**config.mk**
```make
export PLATFORM = sky130hd
export DESIGN_NAME = mole_scheduler
export DESIGN_NICKNAME = d
export VERILOG_FILES = /design/src/rtl/mole_scheduler.sv
export SDC_FILE = /design/constraint.sdc
export NUM_CORES = 1
export LEC_CHECK = 0
export CORE_ASPECT_RATIO = 0.8
export CORE_UTILIZATION = 25
export DETAILED_ROUTE_END_ITERATION = 7
export PLACE_DENSITY = 0.51
export SLEW_MARGIN = 20
export SYNTH_ARGS = -nofsm -noshare
export SYNTH_HDL_FRONTEND = slang
export SYNTH_SLANG_ARGS = --single-unit
```
**constraint.sdc**
```tcl
create_clock -name clk -period 5.6 [get_ports clk]
set_input_delay 1.12 -clock clk [delete_from_list [all_inputs] [get_ports clk]]
set_output_delay 1.12 -clock clk [all_outputs]
set_load 0.05 [all_outputs]
```
**src/rtl/mole_scheduler.sv**
```systemverilog
`default_nettype none
// ============================================================================
// Module      : mole_scheduler
// Description : Whack-a-mole game sequencer. Enables the shared tick counter
//               while a game runs, times each round as a no-mole gap followed
//               by one lit mole, picks positions from a free-running LFSR,
//               and tallies hits and misses until N_ROUNDS rounds are done.
// Ports       : clk         system clock
//               rst         asynchronous reset, active-high
//               i_start     single-cycle start pulse (honoured in IDLE/DONE)
//               i_tick      tick from the tick counter (may stick while gated)
//               i_btn       single-cycle button pulses, one bit per position
//               o_tick_en   enable to the tick counter
//               o_mole      one-hot lit mole, zero when none is lit
//               o_score     hits this game (saturating)
//               o_misses    timeouts this game (saturating)
//               o_busy      game in progress (GAP or SHOW)
//               o_game_over high in DONE
// Revision    : 1.0 - initial release
// ============================================================================
module mole_scheduler #(
  parameter int         N_MOLES   = 4,
  parameter int         GAP_TICKS = 30,
  parameter int         ON_TICKS  = 80,
  parameter int         N_ROUNDS  = 20,
  parameter int         SCORE_W   = 8,
  parameter logic [7:0] LFSR_SEED = 8'hA5
) (
  input  logic               clk,
  input  logic               rst,
  input  logic               i_start,
  input  logic               i_tick,
  input  logic [N_MOLES-1:0] i_btn,
  output logic               o_tick_en,
  output logic [N_MOLES-1:0] o_mole,
  output logic [SCORE_W-1:0] o_score,
  output logic [SCORE_W-1:0] o_misses,
  output logic               o_busy,
  output logic               o_game_over
);

  localparam int c_MAX_T = (GAP_TICKS > ON_TICKS) ? GAP_TICKS : ON_TICKS;
  localparam int c_CNT_W = (c_MAX_T > 1) ? $clog2(c_MAX_T) : 1;
  localparam int c_RND_W = (N_ROUNDS > 1) ? $clog2(N_ROUNDS) : 1;
  localparam int c_POS_W = (N_MOLES > 1) ? $clog2(N_MOLES) : 1;

  localparam logic [c_CNT_W-1:0] c_GAP_LAST = c_CNT_W'(GAP_TICKS - 1);
  localparam logic [c_CNT_W-1:0] c_ON_LAST  = c_CNT_W'(ON_TICKS - 1);
  localparam logic [c_RND_W-1:0] c_RND_LAST = c_RND_W'(N_ROUNDS - 1);
  localparam logic [c_POS_W-1:0] c_POS_LAST = c_POS_W'(N_MOLES - 1);

  localparam logic [1:0] c_IDLE = 2'd0;
  localparam logic [1:0] c_GAP  = 2'd1;
  localparam logic [1:0] c_SHOW = 2'd2;
  localparam logic [1:0] c_DONE = 2'd3;

  logic [1:0]         r_state;
  logic [1:0]         w_state_nxt;
  logic [7:0]         r_lfsr;
  logic               r_tick_en;
  logic               r_tick_en_q;
  logic [c_CNT_W-1:0] r_tick_cnt;
  logic [c_RND_W-1:0] r_round;
  logic [N_MOLES-1:0] r_mole;
  logic [SCORE_W-1:0] r_score;
  logic [SCORE_W-1:0] r_misses;
  logic               r_busy;
  logic               r_game_over;
  logic [c_POS_W-1:0] r_prev_pos;
  logic               r_prev_vld;

  logic               w_tick_vld;
  logic               w_gap_end;
  logic               w_hit;
  logic               w_tmo;
  logic               w_round_end;
  logic               w_last;
  logic               w_lfsr_fb;
  logic [c_POS_W-1:0] w_pos_raw;
  logic [c_POS_W-1:0] w_pos;
  logic [N_MOLES-1:0] w_mole_hot;

  logic [c_CNT_W-1:0] w_tick_cnt_nxt;
  logic [c_RND_W-1:0] w_round_nxt;
  logic [N_MOLES-1:0] w_mole_nxt;
  logic [SCORE_W-1:0] w_score_nxt;
  logic [SCORE_W-1:0] w_misses_nxt;
  logic               w_tick_en_nxt;
  logic               w_busy_nxt;
  logic               w_game_over_nxt;
  logic [c_POS_W-1:0] w_prev_pos_nxt;
  logic               w_prev_vld_nxt;

  // A tick only counts once the counter has been enabled for a full cycle,
  // so a tick level left high while gated off is not mistaken for a pulse.
  assign w_tick_vld  = i_tick & r_tick_en_q;
  assign w_gap_end   = (r_state == c_GAP) && w_tick_vld && (r_tick_cnt == c_GAP_LAST);
  assign w_hit       = (r_state == c_SHOW) && (|(i_btn & r_mole));
  assign w_tmo       = (r_state == c_SHOW) && w_tick_vld && (r_tick_cnt == c_ON_LAST) && !w_hit;
  assign w_round_end = w_hit | w_tmo;
  assign w_last      = (r_round == c_RND_LAST);

  // Fibonacci LFSR, taps 8,6,5,4; maximal length so it never hits zero.
  assign w_lfsr_fb = r_lfsr[7] ^ r_lfsr[5] ^ r_lfsr[4] ^ r_lfsr[3];

  // Position from the LFSR; bump by one when it would repeat last round.
  assign w_pos_raw = c_POS_W'(r_lfsr % 8'(N_MOLES));
  always_comb begin
    w_pos = w_pos_raw;
    if (r_prev_vld && (w_pos_raw == r_prev_pos)) begin
      w_pos = (w_pos_raw == c_POS_LAST) ? '0 : w_pos_raw + 1'b1;
    end
  end
  assign w_mole_hot = N_MOLES'(1) << w_pos;

  // FSM: state register
  always_ff @(posedge clk or posedge rst) begin
    if (rst) r_state <= c_IDLE;
    else     r_state <= w_state_nxt;
  end

  // FSM: next-state logic
  always_comb begin
    w_state_nxt = r_state;
    case (r_state)
      c_IDLE, c_DONE: if (i_start)     w_state_nxt = c_GAP;
      c_GAP:          if (w_gap_end)   w_state_nxt = c_SHOW;
      c_SHOW:         if (w_round_end) w_state_nxt = w_last ? c_DONE : c_GAP;
      default:                         w_state_nxt = c_IDLE;
    endcase
  end

  // FSM: output / datapath next values (all registered below)
  always_comb begin
    w_tick_cnt_nxt  = r_tick_cnt;
    w_round_nxt     = r_round;
    w_mole_nxt      = '0;
    w_score_nxt     = r_score;
    w_misses_nxt    = r_misses;
    w_prev_pos_nxt  = r_prev_pos;
    w_prev_vld_nxt  = r_prev_vld;
    w_tick_en_nxt   = (w_state_nxt == c_GAP) || (w_state_nxt == c_SHOW);
    w_busy_nxt      = w_tick_en_nxt;
    w_game_over_nxt = (w_state_nxt == c_DONE);

    if (w_state_nxt != r_state) begin
      w_tick_cnt_nxt = '0;
    end else if (w_tick_vld && ((r_state == c_GAP) || (r_state == c_SHOW))) begin
      w_tick_cnt_nxt = r_tick_cnt + 1'b1;
    end

    case (r_state)
      c_IDLE, c_DONE: begin
        if (i_start) begin
          w_score_nxt    = '0;
          w_misses_nxt   = '0;
          w_round_nxt    = '0;
          w_prev_vld_nxt = 1'b0;
        end
      end
      c_GAP: begin
        if (w_gap_end) begin
          w_mole_nxt     = w_mole_hot;
          w_prev_pos_nxt = w_pos;
          w_prev_vld_nxt = 1'b1;
        end
      end
      c_SHOW: begin
        w_mole_nxt = r_mole;
        if (w_hit) begin
          w_mole_nxt  = '0;
          w_score_nxt = (r_score == '1) ? r_score : r_score + 1'b1;
        end else if (w_tmo) begin
          w_mole_nxt   = '0;
          w_misses_nxt = (r_misses == '1) ? r_misses : r_misses + 1'b1;
        end
        if (w_round_end && !w_last) w_round_nxt = r_round + 1'b1;
      end
      default: w_mole_nxt = '0;
    endcase
  end

  always_ff @(posedge clk or posedge rst) begin
    if (rst) begin
      r_lfsr      <= LFSR_SEED;
      r_tick_en   <= 1'b0;
      r_tick_en_q <= 1'b0;
      r_tick_cnt  <= '0;
      r_round     <= '0;
      r_mole      <= '0;
      r_score     <= '0;
      r_misses    <= '0;
      r_busy      <= 1'b0;
      r_game_over <= 1'b0;
      r_prev_pos  <= '0;
      r_prev_vld  <= 1'b0;
    end else begin
      r_lfsr      <= {r_lfsr[6:0], w_lfsr_fb};
      r_tick_en   <= w_tick_en_nxt;
      r_tick_en_q <= r_tick_en;
      r_tick_cnt  <= w_tick_cnt_nxt;
      r_round     <= w_round_nxt;
      r_mole      <= w_mole_nxt;
      r_score     <= w_score_nxt;
      r_misses    <= w_misses_nxt;
      r_busy      <= w_busy_nxt;
      r_game_over <= w_game_over_nxt;
      r_prev_pos  <= w_prev_pos_nxt;
      r_prev_vld  <= w_prev_vld_nxt;
    end
  end

  assign o_tick_en   = r_tick_en;
  assign o_mole      = r_mole;
  assign o_score     = r_score;
  assign o_misses    = r_misses;
  assign o_busy      = r_busy;
  assign o_game_over = r_game_over;

endmodule
`default_nettype wire

```
# Word-level counts from Yosys, hierarchy flattened
# Index checks and enable logic that the tools add are counted.
dict set report word_totals {
  register_bits 48
  input_bits 8
  wordCells 98
}
dict set report classes {
  add_sub_neg 5
  n_eq_ne 23
  n_shift 1
  n_mux 27
  bitwise_logic 6
  n_reduce_logical 24
}
# operator count
set op_table {}
lappend op_table {{8-bit 2-to-1 mux} 6}
lappend op_table {{8-bit one-hot mux with 2 select lines} 2}
lappend op_table {{8-bit by 1-bit adder with 8-bit output (second input constant)} 2}
lappend op_table {{8-bit equality test (second input constant)} 2}
lappend op_table {{7-bit 2-to-1 mux} 2}
lappend op_table {{2-bit != test (second input constant)} 7}
lappend op_table {{2-bit 2-to-1 mux} 6}
lappend op_table {{4-bit 2-to-1 mux} 3}
lappend op_table {{2-bit equality test (second input constant)} 5}
lappend op_table {{5-bit 2-to-1 mux} 2}
lappend op_table {{5-bit one-hot mux with 2 select lines} 1}
lappend op_table {{1-bit logical AND} 9}
lappend op_table {{4-bit one-hot mux with 2 select lines} 1}
lappend op_table {{7-bit by 1-bit adder with 7-bit output (second input constant)} 1}
lappend op_table {{7-bit by 5-bit equality test with 1-bit output (second input constant)} 1}
lappend op_table {{7-bit equality test (second input constant)} 1}
lappend op_table {{2-bit one-hot mux with 3 select lines} 1}
lappend op_table {{3-bit AND reduction} 2}
lappend op_table {{2-bit nonzero test} 3}
lappend op_table {{5-bit by 1-bit adder with 5-bit output (second input constant)} 1}
lappend op_table {{5-bit equality test (second input constant)} 1}
lappend op_table {{5-bit AND reduction} 1}
lappend op_table {{4-bit AND} 1}
lappend op_table {{2-bit by 1-bit equality test with 1-bit output (second input constant)} 2}
lappend op_table {{other kinds (18)} 23}

# Longest topological paths before layout
dict set report logic_depth {
  ltp_word 10
  mapped_depth 9
  mapped_depth_nobuf 8
}

# Least setup slack after synthesis
# OpenSTA, ideal clock, no wires.
dict set report synth_path {
  kind {in2reg}
  from {in i_btn[1]}
  to {reg r_busy (netlist: o_busy)}
  setup_time_ps 126
  arrival_time_ps 2464
  slack_ps 3010
  stages 6
  path_cell_list {a22oi_1 -> nand3_1 -> o21ai_0 -> o311ai_0 -> o21ai_0 -> ha_1}
}
dict set report synth_between {
  elab_chain_len 10
}
# item line_no
set synth_rtl {}
lappend synth_rtl {{from (decl)} 33} ;# input logic [N_MOLES-1:0] i_btn,
lappend synth_rtl {{4-bit AND (*)} 98} ;# assign w_hit = (r_state == c_SHOW) && (|(i_btn & r_mole));
lappend synth_rtl {{4-bit OR reduction (*)} 98}
lappend synth_rtl {{1-bit logical AND (*)} 98}
lappend synth_rtl {{1-bit logical NOT} 99} ;# assign w_tmo = (r_state == c_SHOW) && w_tick_vld && (r_tick_cnt == c_ON_LAST) && !w_hit;
lappend synth_rtl {{1-bit logical AND} 99}
lappend synth_rtl {{1-bit OR (*)} 100} ;# assign w_round_end = w_hit | w_tmo;
lappend synth_rtl {{2-bit 2-to-1 mux (*)} 128} ;# c_SHOW: if (w_round_end) w_state_nxt = w_last ? c_DONE : c_GAP;
lappend synth_rtl {{2-bit one-hot mux with 3 select lines (*)} 125} ;# case (r_state)
lappend synth_rtl {{via w_state_nxt[1]} 58} ;# logic [1:0] w_state_nxt;
lappend synth_rtl {{2-bit by 1-bit equality test with 1-bit output / 2-bit equality test (equally long branches)} 142} ;# w_tick_en_nxt = (w_state_nxt == c_GAP) || (w_state_nxt == c_SHOW);
lappend synth_rtl {{1-bit logical OR (*)} 142}
lappend synth_rtl {{via w_busy_nxt} 89} ;# logic w_busy_nxt;
lappend synth_rtl {{to (signal assigned)} 206} ;# r_busy <= w_busy_nxt;
lappend synth_rtl {{to (decl)} 67} ;# logic r_busy;
# The timed path passes the listed nets; every way through them passes the cells marked *.
# A chain may end at the register's enable or synchronous reset.

# Worst setup path after layout
dict set report layout_path {
  from {in i_btn[0]}
  to {reg r_busy (netlist: o_busy)}
}
# The elaborated chain is that of the path after synthesis.

==> impl_metrics.csv <==
group,metric,value,unit
status,status,"completed",
sta,worstMarginPinSlew,843,ps
min_path,hold_depth,0,
setup_path,reg2reg_slack,2810,ps
sta,fin_setup_tns,0,ps
power,vdd_drop_max,0.215,mV
min_path,hold_class,"flip-flop to flip-flop",
setup_path,cp.arrival,3290,ps
clock_network,htreeDepth,2,
route,num_vias,1986,
route,drc_errors,0,
cells_and_area,antenna_cells,0,
floorplanning,die_w,114,microns
global_route,grt_pass1_vias,1831,
route,wl_per_cell,12.9,microns
sta,finalSetupViolCount,0,
floorplanning,dieHeight,91.4,microns
logic_synthesis,ys_ff_latch,48,
logic_synthesis,syn_nets,270,
floorplanning,pin_count,31,
placed_design,place_hpwl,3910,microns
global_route,overflow,0,
cells_and_area,syn2layout_area_growth,23.8,%
clock_network,clock_latency,290,ps
placed_design,place_area,2940,sq um
logic_synthesis,synthArstFlopShare,100,%
job,maxCapViolCount,0,
clock_network,path_clk_slew,70,ps
floorplanning,initial_core_util,25.9,%
sta,hold_viol_final,0,
setup_path,crit_top_cell,"o21ai_0",
logic_synthesis,syn-cell-area,2490,sq um
setup_path,crit_path_max_fanout,6,
logic_synthesis,syn_inst,253,
clock_network,cts_tree,"built",
clock_network,ctsRootBufferMaster,"clkbuf_16",
logic_synthesis,yosysSeqAreaShare,48.3,%
logic_synthesis,ys_types,46,
placed_design,gp_congestion,0.760,
sta,max_slew_margin,43.7,%
logic_synthesis,postSynthAreaPerCell,9.86,sq um
global_route,grt_pass1_wl,9070,microns
sta,fmax,322,MHz
floorplanning,core_area,9650,sq um
setup_path,end_kind,"flip-flop",
placed_design,portBuffers,30,
setup_path,rr_startpoint,"r_state[0]",
setup_path,cp_data_required_time,5780,ps
setup_path,crit_type,"input pin to flip-flop",
cells_and_area,fin_area,3090,sq um
logic_synthesis,synth-edff-count,0,
route,routed_via_density,4.72,
cells_and_area,nNetsFinal,301,
route,drt_iter0_markers,130,
sta,min_period,3110,ps
cells_and_area,drive_gt1_share,6.67,%
route,drt-total-wl,5430,microns
clock_network,hold_buffers,0,
clock_network,cts_sinks,48,
min_path,min_to,"r_lfsr[7]",
setup_path,rr_endpoint,"o_busy",
setup_path,rr_worst_depth,8,
setup_path,slowest_delay,480,ps
power,powerDensity,281,nW/um^2
setup_path,cp_cell_sequence,"clkdlybuf4s50_1 > a22oi_1 > nand3_1 > o21ai_0 > o311ai_0 > o21ai_0 > ha_1",
logic_synthesis,ys_warn_count,0,
clock_network,post-cts-setup-buffer-count,0,
clock_network,cts_resized,0,
setup_path,worst_setup_path_start_kind,"input pin",
sta,finalCritPeriodShare,55.5,%
floorplanning,die_area,10400,sq um
global_route,grt.total_usage,11.0,%
global_route,grt_antenna_before_repair,0,
power,leakage,1.31,nW
sta,slew_violations,0,
cells_and_area,fillers,976,
setup_path,slowest_stage,"o21ai_0",
sta,rsz0062_at_grt,"no",
clock_network,cts_buffers,5,
sta,skew,7.93,ps
global_route,grt_max_degree,49,
min_path,hold_path_startpoint,"r_lfsr[6]",
clock_network,clk_path_buf_depth,2,
route,ant_nets,0,
logic_synthesis,ys.flop_type,"dfrtp_1",
floorplanning,rows,32,
route,dr.pass1.iters,4,
-- where the power goes --
| part | switching (mW) | internal [mW] |
|---|---|---|
| logic | 0.127 | 0.0653 |
| registers | 0.0195 | 0.366 |
| clock network | 0.126 | 0.165 |
-- Yosys cell counts (2+ instances only) --
library cell / number / area, sq um
a22oi_1: 2 / 15.0
buf_2: 2 / 10.0
clkbuf_1: 5 / 18.8
and3_1: 7 / 43.8
nand2b_1: 2 / 12.5
and4b_1: 2 / 20.0
o31ai_1: 5 / 37.5
or4_1: 4 / 30.0
nor2_1: 22 / 82.6
xor2_1: 6 / 52.6
a21o_1: 2 / 15.0
a211oi_1: 2 / 15.0
o2111ai_1: 3 / 26.3
dfstp_2: 4 / 105
o211ai_1: 2 / 15.0
and4_1: 3 / 26.3
and2_1: 5 / 31.3
and3b_1: 3 / 26.3
inv_1: 11 / 41.3
nand3_1: 9 / 45.0
nand2_1: 17 / 63.8
or3_1: 8 / 50.1
dfrtp_1: 44 / 1100
o21ai_0: 17 / 85.1
a31oi_1: 4 / 25.0
nand4_1: 4 / 25.0
a21oi_1: 18 / 90.1
a22o_1: 4 / 35.0
mux2i_1: 3 / 30.0
xnor2_1: 8 / 70.1
mux2_2: 2 / 22.5
ha_1: 9 / 113
-- area by class of cell --
| class | count | area, sq um | share of cell area, % |
|---|---|---|---|
| clock buffer | 5 | 125 | 4.05 |
| multi-input combinational | 186 | 1210 | 39.2 |
| clock inverter | 3 | 18.8 | 0.608 |
| tap | 136 | 170 | 5.51 |
| timing repair buffer | 32 | 315 | 10.2 |
| inverter | 11 | 42.5 | 1.38 |
| sequential | 48 | 1210 | 39.0 |
-- stage by stage --
| step | power (mW) | hold WS [ps] | std cells | utilization, % | setup WS [ps] |
|---|---|---|---|---|---|
| 3_5_place_dp | 0.586 | 342 | 413 | 30.5 | 2190 |
| 6_report | 0.870 | 355 | 421 | 32.0 | 2490 |
| 2_1_floorplan | 0.528 | 333 | 253 | - | 3010 |
| 3_3_place_gp | 0.586 | 340 | 413 | 30.5 | 2280 |
| 4_1_cts | 0.885 | 359 | 421 | 32.0 | 2490 |
| 5_1_grt | 0.922 | 369 | 421 | 32.0 | 2310 |
-- cell usage in the layout (no fill, tap or decap), drive strengths merged, types with 5 or more instances in the layout --
cell type | synthesis | layout
clkbuf | 5 | 5
inv | 11 | 10
clkdlybuf4s50 | 0 | 30
dfrtp | 44 | 44
nand3 | 9 | 9
and3 | 7 | 7
nor2 | 22 | 22
o21ai | 17 | 17
nand2 | 17 | 17
xor2 | 6 | 6
or3 | 8 | 8
and2 | 5 | 5
o31ai | 5 | 5
ha | 9 | 9
xnor2 | 8 | 8
a21oi | 18 | 18
-- cells by family after synthesis --
kind of cell    Yosys count  synth area share [%]
mux                       5                  2.11
flops                    48                  48.3
simple gates             92                  20.3
compound gates           66                  16.7
xor+xnor                 14                  4.91
fa+ha+maj                 9                  4.51
buf+inv                  19                  3.11
-- worst max-delay path: cells and delay by family --
kind	cells	cell delay (ps)
and+or+nand+nor	1	290
buffers and inverters	1	400
AOI/OAI and AO/OA	4	1190
adders and majority gates	1	280
-- registers in the layout (all words and copies together) (netlist names), 2 cells and up --
register and cells:
o_score 8, r_tick_cnt 7, o_mole 4, r_round 5, r_lfsr 8, o_misses 8
r_state 2, r_prev_pos 2
-- worst max path at each step --
stage / from / end / slack [ps]
2_1_floorplan: i_btn[1] / o_busy / 3010
3_5_place_dp: i_btn[0] / o_busy / 2190
3_3_place_gp: i_btn[0] / o_busy / 2280
6_report: i_btn[0] / o_busy / 2490
4_1_cts: i_btn[0] / o_busy / 2490
5_1_grt: i_btn[0] / o_busy / 2310
-- layer usage --
layer	up-vias	part of all wire [%]	wire length, microns	GRT usage (%)
met2	41	43	2350	16.1
li1	985	-	-	-
met4	0	1.0	56	4.06
met5	-	0	0	0
met3	4	4.0	219	2.20
met1	956	52	2800	15.7
Note: power is estimated with default switching activity, not from simulation.
